==> src/rtl/full_adder.sv <==
// -----------------------------------------------------------------------------
// full_adder
//   Registered WIDTH-bit adder: {carry,sum} = a + b + cin, one clock of latency.
//   A new operand set is accepted on every rising edge that has in_valid=1.
//   There is no stall path, so throughput is one result per clock.
//
// Ports
//   clk        in   1      clock, rising edge
//   rst        in   1      synchronous, active-high reset
//   a, b       in   WIDTH  unsigned addends
//   cin        in   1      carry-in
//   in_valid   in   1      sample a/b/cin on this edge
//   sum        out  WIDTH  registered low WIDTH bits of a+b+cin
//   carry      out  1      registered bit WIDTH of a+b+cin (wrap flag)
//   out_valid  out  1      high for the one cycle after an accepted input
// -----------------------------------------------------------------------------
module full_adder #(
    parameter int unsigned WIDTH = 1          // legal range 1..64
) (
    input  logic             clk,
    input  logic             rst,
    input  logic [WIDTH-1:0] a,
    input  logic [WIDTH-1:0] b,
    input  logic             cin,
    input  logic             in_valid,
    output logic [WIDTH-1:0] sum,
    output logic             carry,
    output logic             out_valid
);

    // Ripple chain built from 1-bit full-adder cells. chain[i] is the carry
    // into bit i; chain[WIDTH] is the carry-out. The chain is WIDTH+1 bits
    // wide, so the carry is never lost to truncation.
    logic [WIDTH:0]   chain;
    logic [WIDTH-1:0] sum_bits;

    assign chain[0] = cin;

    for (genvar i = 0; i < WIDTH; i++) begin : g_bit
        logic p;
        assign p             = a[i] ^ b[i];
        assign sum_bits[i]   = p ^ chain[i];
        assign chain[i+1]    = (a[i] & b[i]) | (chain[i] & p);
    end

    logic [WIDTH-1:0] sum_d,   sum_q;
    logic             carry_d, carry_q;
    logic             out_valid_d, out_valid_q;

    // The result registers load only when in_valid is high. With in_valid
    // low the operands never reach the flops, so X or Z on a/b/cin during
    // idle cycles cannot disturb the held result.
    always_comb begin
        sum_d       = sum_q;
        carry_d     = carry_q;
        out_valid_d = 1'b0;
        if (in_valid) begin
            sum_d       = sum_bits;
            carry_d     = chain[WIDTH];
            out_valid_d = 1'b1;
        end
    end

    // Reset wins over in_valid. An input that collides with reset is dropped.
    always_ff @(posedge clk) begin
        if (rst) begin
            sum_q       <= '0;
            carry_q     <= 1'b0;
            out_valid_q <= 1'b0;
        end else begin
            sum_q       <= sum_d;
            carry_q     <= carry_d;
            out_valid_q <= out_valid_d;
        end
    end

    // Outputs come straight from flops. There is no input-to-output comb path.
    assign sum       = sum_q;
    assign carry     = carry_q;
    assign out_valid = out_valid_q;

endmodule

==> config.mk <==
export PLATFORM = sky130hd
export DESIGN_NAME = full_adder
export DESIGN_NICKNAME = d
export VERILOG_FILES = /design/src/rtl/full_adder.sv
export SDC_FILE = /design/constraint.sdc
export NUM_CORES = 1
export LEC_CHECK = 0
export CAP_MARGIN = 20
export CORE_AREA = 3 3 40 42
export CTS_BUF_LIST = sky130_fd_sc_hd__clkbuf_8
export DETAILED_ROUTE_END_ITERATION = 10
export DIE_AREA = 0 0 43 45
export SYNTH_ARGS = -nofsm -noshare
export SYNTH_HDL_FRONTEND = slang
export SYNTH_SLANG_ARGS = --single-unit
export TNS_END_PERCENT = 5
==> constraint.sdc <==
create_clock -name clk -period 2 [get_ports clk]
set_clock_uncertainty 0.15 [all_clocks]
set_input_delay 0.4 -clock clk [delete_from_list [all_inputs] [get_ports clk]]
set_output_delay 0.4 -clock clk [all_outputs]
set_load 0.01 [all_outputs]
==> results by group <==
Run status
  • Outcome: finished, final reports clean

Min path
  • Hold Startpoint: carry
  • Hold Crit Class: flop to flop

Global routing
  • GRT Overall Usage: 0.0492
  • Global-route congestion overflow total: 0
  • Vias in the first global route: 128
  • Initial antenna violation count: 0
  • Largest net degree at the start of global routing: 4
  • First-pass GRT wire length: 496 µm

Critical path
  • Worst r2r src: sum
  • Crit path from: carry
  • CP endpoint kind: output port
  • WP data arrival: 1.07 ns
  • Slowest-stage cell, CP: clkdlybuf4s50_1
  • Worst Path Buf+Inv: 1
  • Crit path max fanout: 2
  • Max incr delay on CP: 0.54 ns
  • CP Launch Type: flop
  • Crit path kind: flop to output port
  • Worst path cell trace: clkdlybuf4s50_1
  • Critical Path RT: 1.45 ns
  • Cell family with the largest share of critical-path delay: buffers and inverters

Die
  • Initial Utilization: 0.0886
  • Die Y: 45 µm
  • Cell Rows: 13
  • I/O pins: 9
  • Core footprint: 1280 µm²
  • DIE AREA: 1940 µm²
  • Width of the die: 43 µm

Timing
  • Slew at the pin with the worst max-slew slack: 0.125 ns
  • Setup TNS: 0 ns
  • RSZ-0062 raised after global routing: false
  • Fin crit period: 1.62 ns
  • Max-slew headroom: 0.914
  • Final hold violations: 0
  • Fmax: 0.617 GHz
  • Setup-failing EPs final: 0
  • Fin crit share: 0.810
  • Final slew viol count: 0

Finish
  • Area growth syn-to-layout: 126%
  • Diode count: 0
  • Commonest cells after routing, fill and taps aside: 8 x clkdlybuf4s50_1, 3 x dfxtp_1, 3 x clkbuf_8, 2 x mux2i_1, 2 x nor2_1
  • Nets: 29
  • Commonest non-fill, non-tap cell in the layout: clkdlybuf4s50_1
  • Ratio of cells with drive above 1 in the final layout: 0.143

Routing
  • Initial drt markers: 0
  • Drt pass-1 iters: 1
  • Detailed-route DRC error count: 0
  • DR WL/cell: 8.08 µm
  • Vias: 107
  • Number of routed nets with antenna violations: 0
  • Via density: 2.97
  • Overall routed net length: 291 µm

Clocking
  • Root Buffer: clkbuf_8
  • CTS Sinks: 3
  • Number of gates resized after CTS: 0
  • Post-CTS Setup Inserts: 0
  • Clk Latency, worst-skew pair: 0.22 ns
  • Number of H-tree levels: 1
  • CTS Hold Bufs: 0
  • CTS max path bufs: 2
  • Total CTS buffers: 3
  • Worst-path clk slew: 0.03 ns
  • CTS tree: done

Place
  • Port bufs: 8
  • RD Place Congestion: 0.635

Synth
  • Yosys cell types: 5
  • Yosys top cell area share: 0.527
  • Sequential fraction of the synthesis area: 0.527
  • Dominant cell type by area after synthesis: dfxtp_1
  • Mapped Area: 114 µm²
  • Syn Nets: 16
  • Mapped Avg Cell Area: 12.7 µm²
  • Synth area leaders: dfxtp_1 53%, fa_1 18%, mux2i_1 18%, nor2_1 6.6%, nor2b_1 5.5%
  • Ys Warns: 0
  • Mapped Cells: 9
  • Yosys reg bits: 3

Power
  • VDD IR-drop max: 0.000308 V
  • Overall Power: 270 µW
  • P_leak: 0.107 nW
  • PD cells: 1050 nW/µm²

Run
  • Max_cap viols: 0
## flip-flops by register name, indices dropped and copies added (netlist names)
signal     flops
carry          1
sum            1
out_valid      1
## kinds of logic (layout without fill, tap and decap cells)
group | count (synthesis) | in the layout | synth area share
AND/OR/NAND/NOR | 3 | 3 | 0.121
buffers and inverters | 0 | 12 | 0
adder cells (fa/ha/maj) | 1 | 1 | 0.176
multiplexers | 2 | 2 | 0.176
flip-flops | 3 | 3 | 0.527
## through the flow
step,setup slack (ns),utilization,hold WS [ns],std cells,instance area (µm²)
3_5_place_dp,0.215,0.166,0.337,32,213
6_report,0.380,0.201,0.339,36,258
3_3_place_gp,0.234,0.166,0.333,32,213
2_1_floorplan,0.715,-,0.322,9,114
4_1_cts,0.365,0.201,0.344,36,258
5_1_grt,0.315,0.201,0.406,36,258
## synth_stat cells
cell type and count:
dfxtp_1 3, mux2i_1 2, nor2_1 2, fa_1 1, nor2b_1 1
## report_power, final
part,internal [mW],switching (mW)
logic,0.0205,0.0103
clock network,0.131,0.0420
registers,0.0647,0.00172
total,0.216,0.0540
## area by class of cell
| class | count | area (µm²) |
|---|---|---|
| Fill cell | 147 | 1030 |
| Multi-Input combinational cell | 6 | 53.8 |
| Tap cell | 15 | 18.8 |
| Clock buffer | 3 | 41.3 |
| Timing Repair Buffer | 8 | 80.1 |
| Clock inverter | 1 | 3.75 |
| Sequential cell | 3 | 60.1 |
## final timing paths
path / endpoint / slack, ns / cells past startpoint
max: carry / 0.38 / 1
min: carry / 0.34 / 2
max reg2reg: sum / 1.26 / 2
min reg2reg: carry / 0.34 / 2
## tightest hold or removal path: stages (launching register included)
cell and delay [ns]:
dfxtp_1 0.32, mux2i_1 0.06, nor2_1 0.07
## metal layers
layer / up-vias / global-route usage / routed length (µm)
li1: 54 / - / -
met1: 41 / 0.0291 / 103
met2: 9 / 0.0479 / 96
met3: 3 / 0.0876 / 78
met4: 0 / 0.0542 / 13
met5: - / 0 / 0
No activity file was read; power rests on OpenSTA's default activity.
==> RTL change 1, RTL diff (same flow settings) <==
Register the inputs `a`, `b`, `cin` and `in_valid` before use, without a reset. The logic sees them one clock later. Comments in the files are not updated.
--- a/src/rtl/full_adder.sv
+++ b/src/rtl/full_adder.sv
@@ -28,19 +28,31 @@
     output logic             out_valid
 );
 
+    logic [WIDTH-1:0] a_q;
+    logic [WIDTH-1:0] b_q;
+    logic cin_q;
+    logic in_valid_q;
+
+    always_ff @(posedge clk) begin
+        a_q        <= a;
+        b_q        <= b;
+        cin_q      <= cin;
+        in_valid_q <= in_valid;
+    end
+
     // Ripple chain built from 1-bit full-adder cells. chain[i] is the carry
     // into bit i; chain[WIDTH] is the carry-out. The chain is WIDTH+1 bits
     // wide, so the carry is never lost to truncation.
     logic [WIDTH:0]   chain;
     logic [WIDTH-1:0] sum_bits;
 
-    assign chain[0] = cin;
+    assign chain[0] = cin_q;
 
     for (genvar i = 0; i < WIDTH; i++) begin : g_bit
         logic p;
-        assign p             = a[i] ^ b[i];
+        assign p             = a_q[i] ^ b_q[i];
         assign sum_bits[i]   = p ^ chain[i];
-        assign chain[i+1]    = (a[i] & b[i]) | (chain[i] & p);
+        assign chain[i+1]    = (a_q[i] & b_q[i]) | (chain[i] & p);
     end
 
     logic [WIDTH-1:0] sum_d,   sum_q;
@@ -54,7 +66,7 @@
         sum_d       = sum_q;
         carry_d     = carry_q;
         out_valid_d = 1'b0;
-        if (in_valid) begin
+        if (in_valid_q) begin
             sum_d       = sum_bits;
             carry_d     = chain[WIDTH];
             out_valid_d = 1'b1;
Function: changed (Yosys sat finds a counterexample within 4 cycles, from zero or initial values and one cycle with rst high).
==> RTL change 1 against the unedited design <==
- sequential cell count up 4
- worst hold slack better by 0.0089 ns
- critical path type unchanged
- setup slack worse by 0.019 ns
- global-route usage about the same
- largest cell class is now flip-flops and latches
- critical path depth unchanged
- register-to-register slack worse by 0.49 ns
- total power up 38%
- routed wire length up 18%
- clock power up 9%
- maximum frequency down 1.1%
- area after synthesis up 70%
- design area up 31%
==> RTL change 1: results (changes against the unedited design) <==
Max Used Layer met3; Post-Place Worst Slack 0.591 ns (+0.376 ns); share of layout cells above drive strength 1 0.120 (-0.0229); M1 wire length 117 µm (+14%); syn nets 20 (+4); met3 WL 86 µm (+10%); GR Layer Usage met2 0.0689 (+0.0210); outcome finished, final reports clean; Commonest cells post-synth 7 x dfxtp_1, 2 x mux2i_1, 2 x nor2_1; VDD IR-drop max 441 µV (+43%); Routed met2 length 139 µm (+45%); via count 133 (+24%); cell count of the worst reg-to-reg path 3 (+1); vias in the first global route 156 (+22%); flop2flop setup slack 0.77 ns (-0.49 ns); CP arrival 1.09 ns (+0.02 ns); adder-cell share of the synthesized area 0.103 (-0.0726); mux share of post-synthesis cell area 0.103 (-0.0726); grt met3 use 0.0797 (-0.00797); fin nets 33 (+14%); Leak 0.141 nW (+32%); CP max stage cell clkdlybuf4s50_1; global-route track usage on met1 0.0245 (-0.00455); 1st-iter DRT viols 2 (+2); filler cell count 132 (-10%); relative slew slack 0.916 (+0.00225); Seq/Total Area, Yosys 0.723 (+0.195); Min-Delay Endpoint carry; RD Place Congestion 0.556 (-13%); main area contributors after synthesis dfxtp_1 72%, fa_1 10%, mux2i_1 10%; largest net degree at the start of global routing 5 (+1); wire per inst 8.58 µm (+6.1%); final hold slack 0.348 ns (+0.00891 ns); first drt pass iteration count 2 (+1); global-route wire length before repair 558 µm (+13%); total track usage 0.0494 (+0.000206)
RTL change 1: per-stage QoR:
stage | std cells | cell area [µm²] | utilization
final | 40 | 338 | 0.263
after global routing | 40 | 338 | 0.263
after CTS | 40 | 338 | 0.263
after detailed placement | 36 | 293 | 0.228
after global placement | 36 | 293 | 0.228
after floorplan | 13 | 194 | -
RTL change 1: worst min-delay path, cell delays in order (launching register included):
cell and delay (ns):
dfxtp_1 0.32, mux2i_1 0.07, nor2_1 0.07
RTL change 1: final cells by class:
class                      instances  area [µm²]  share of cell area
clock buffer                       3        41.3               0.122
clock inverter                     1        3.75              0.0111
multi-input combinational          6        53.8               0.159
sequential                         7         140               0.415
tap                               15        18.8              0.0556
timing repair buffer               8        80.1               0.237
RTL change 1: power breakdown:
part | internal [mW] | switching, mW
Sequential | 0.149 | 0.00463
Combinational | 0.0205 | 0.00886
Clock | 0.132 | 0.0567
==> RTL change 2, RTL diff (same flow settings) <==
Without the edit above. Register the output `carry` once more, cleared by the reset; this adds one clock of latency there. The other outputs are not delayed to match. Comments in the files are not updated.
--- a/src/rtl/full_adder.sv
+++ b/src/rtl/full_adder.sv
@@ -76,7 +76,13 @@
 
     // Outputs come straight from flops. There is no input-to-output comb path.
     assign sum       = sum_q;
-    assign carry     = carry_q;
+    always_ff @(posedge clk) begin
+        if (rst) begin
+            carry <= '0;
+        end else begin
+            carry <= carry_q;
+        end
+    end
     assign out_valid = out_valid_q;
 
 endmodule
Behaviour: not the same (a bounded check fails within 4 cycles, from zero or initial values and one cycle with rst high).
==> RTL change 2 against the unedited design <==
- area after synthesis increased by 23%
- setup slack improved by 0.0033 ns
- routed wire length up 15%
- sequential share of layout area increased by 5.3 points
- via count up 5.6%
- design area increased by 8.7%
- maximum frequency is 0.20% higher
- total power rose by 6.1%
- sequential power is 32% higher
- sequential cell count grew 1
==> RTL change 2: results (changes against the unedited design) <==
hold crit path type reg2reg; I/O Buffers 8 (unchanged); post-CTS setup buffers 0 (unchanged); mux share of post-synthesis cell area 0.143 (-0.0330); Commonest cells post-synth 4 x dfxtp_1, 2 x mux2i_1, 2 x nor2_1, 2 x nor2b_1, 1 x fa_1; VDD IR-drop max 127 µV (-59%); total track usage 0.0510 (+0.00175); syn nets 18 (+2); filler cell count 132 (-10%); Antenna Cells 0 (unchanged); critical path peak fanout 2 (unchanged); RD Place Congestion 0.621 (-2.3%); XOR/XNOR Fraction of Synth Area 0 (unchanged); Setup TNS 0 ns (unchanged); Skew-Pair Late Insertion Delay between 0.2 and 0.25 ns; 1st-iter DRT viols 0 (unchanged); Clk pin slew, worst setup/hold paths 0.03 ns (about the same); Seq/Total Area, Yosys 0.571 (+0.0440); prevailing post-synth register cell dfxtp_1; vias in the first global route 133 (+3.9%); CTS Buf Count 3 (unchanged); dpl cell area 239 µm² (+12%); main area contributors after synthesis dfxtp_1 57%, fa_1 14%, mux2i_1 14%; Least-Margin Pin Slew 0.135 ns (+0.00967 ns); adder-cell share of the synthesized area 0.143 (-0.0330); CTS Buffer Depth 2 (unchanged); fin nets 31 (+6.9%); share of layout cells above drive strength 1 0.136 (-0.00649); dpl cells 34 (+6.3%); post-synthesis cell area 140 µm² (+23%); Synth cell types 5 (unchanged); H-tree levels 1 (unchanged); post-DR vias/cell 3.05 (+2.8%); Yosys warning count 0 (unchanged); largest net degree at the start of global routing 5 (+1); global-route wire length before repair 572 µm (+15%); CP max stage cell clkdlybuf4s50_1; Leak 0.112 nW (+4.7%); initial antenna violation count 0 (unchanged); ys async rst share 0 (unchanged); Post-CTS Resized 0 (unchanged); clock root cell clkbuf_8; Crit path largest cell delay roughly 0.53 ns; outcome finished, final reports clean; EDFF count, synth 0 (unchanged); Detailed Route WL 335 µm (+15%); Syn Area/Cell 12.7 µm² (+0.70%); Post-Layout Cell Count 37 (+2.8%)
==> RTL change 2: changes by cell type after synthesis <==
cell / delta
dfxtp_1: +1
nor2b_1: +1
==> RTL change 2: routing by layer <==
metal,track usage,share of wire
met5,0,0
met4,0.0723,0.039
met3,0.0478,0.14
met1,0.0462,0.44
met2,0.0539,0.38
==> RTL change 2: layout make-up <==
cell class | instances | area, µm² | share of cell area
timing repair buffer | 8 | 80.1 | 0.286
tap | 15 | 18.8 | 0.0670
multi-input combinational | 7 | 60.1 | 0.214
sequential | 4 | 80.1 | 0.286
clock buffer | 3 | 41.3 | 0.147
==> RTL change 2: final timing paths <==
| check | startpoint | endpoint | slack (ns) | cells after the start |
|---|---|---|---|---|
| min reg2reg | carry_q | carry | 0.32 | 1 |
| max | sum | sum | 0.38 | 1 |
| min | carry_q | carry | 0.32 | 1 |
| max reg2reg | sum | sum | 1.25 | 2 |
==> RTL change 2: kinds of logic after synthesis <==
family	count (synthesis)
AND/OR/NAND/NOR	4
adder cells (fa/ha/maj)	1
multiplexers	2
flip-flops	4
==> RTL change 2: per-stage QoR <==
step | worst slack [ns] | hold WS [ns] | total power, mW
2_1_floorplan | 0.715 | 0.287 | 0.0983
3_3_place_gp | 0.247 | 0.297 | 0.118
3_5_place_dp | 0.200 | 0.317 | 0.120
4_1_cts | 0.369 | 0.321 | 0.294
5_1_grt | 0.308 | 0.337 | 0.300
6_report | 0.383 | 0.316 | 0.286
==> RTL change 2: power breakdown <==
| group | leakage [nW] | internal [mW] | switching (mW) |
|---|---|---|---|
| clock | 0.0216 | 0.128 | 0.0399 |
| combinational | 0.0574 | 0.0203 | 0.0104 |
| sequential | 0.0330 | 0.0856 | 0.00201 |
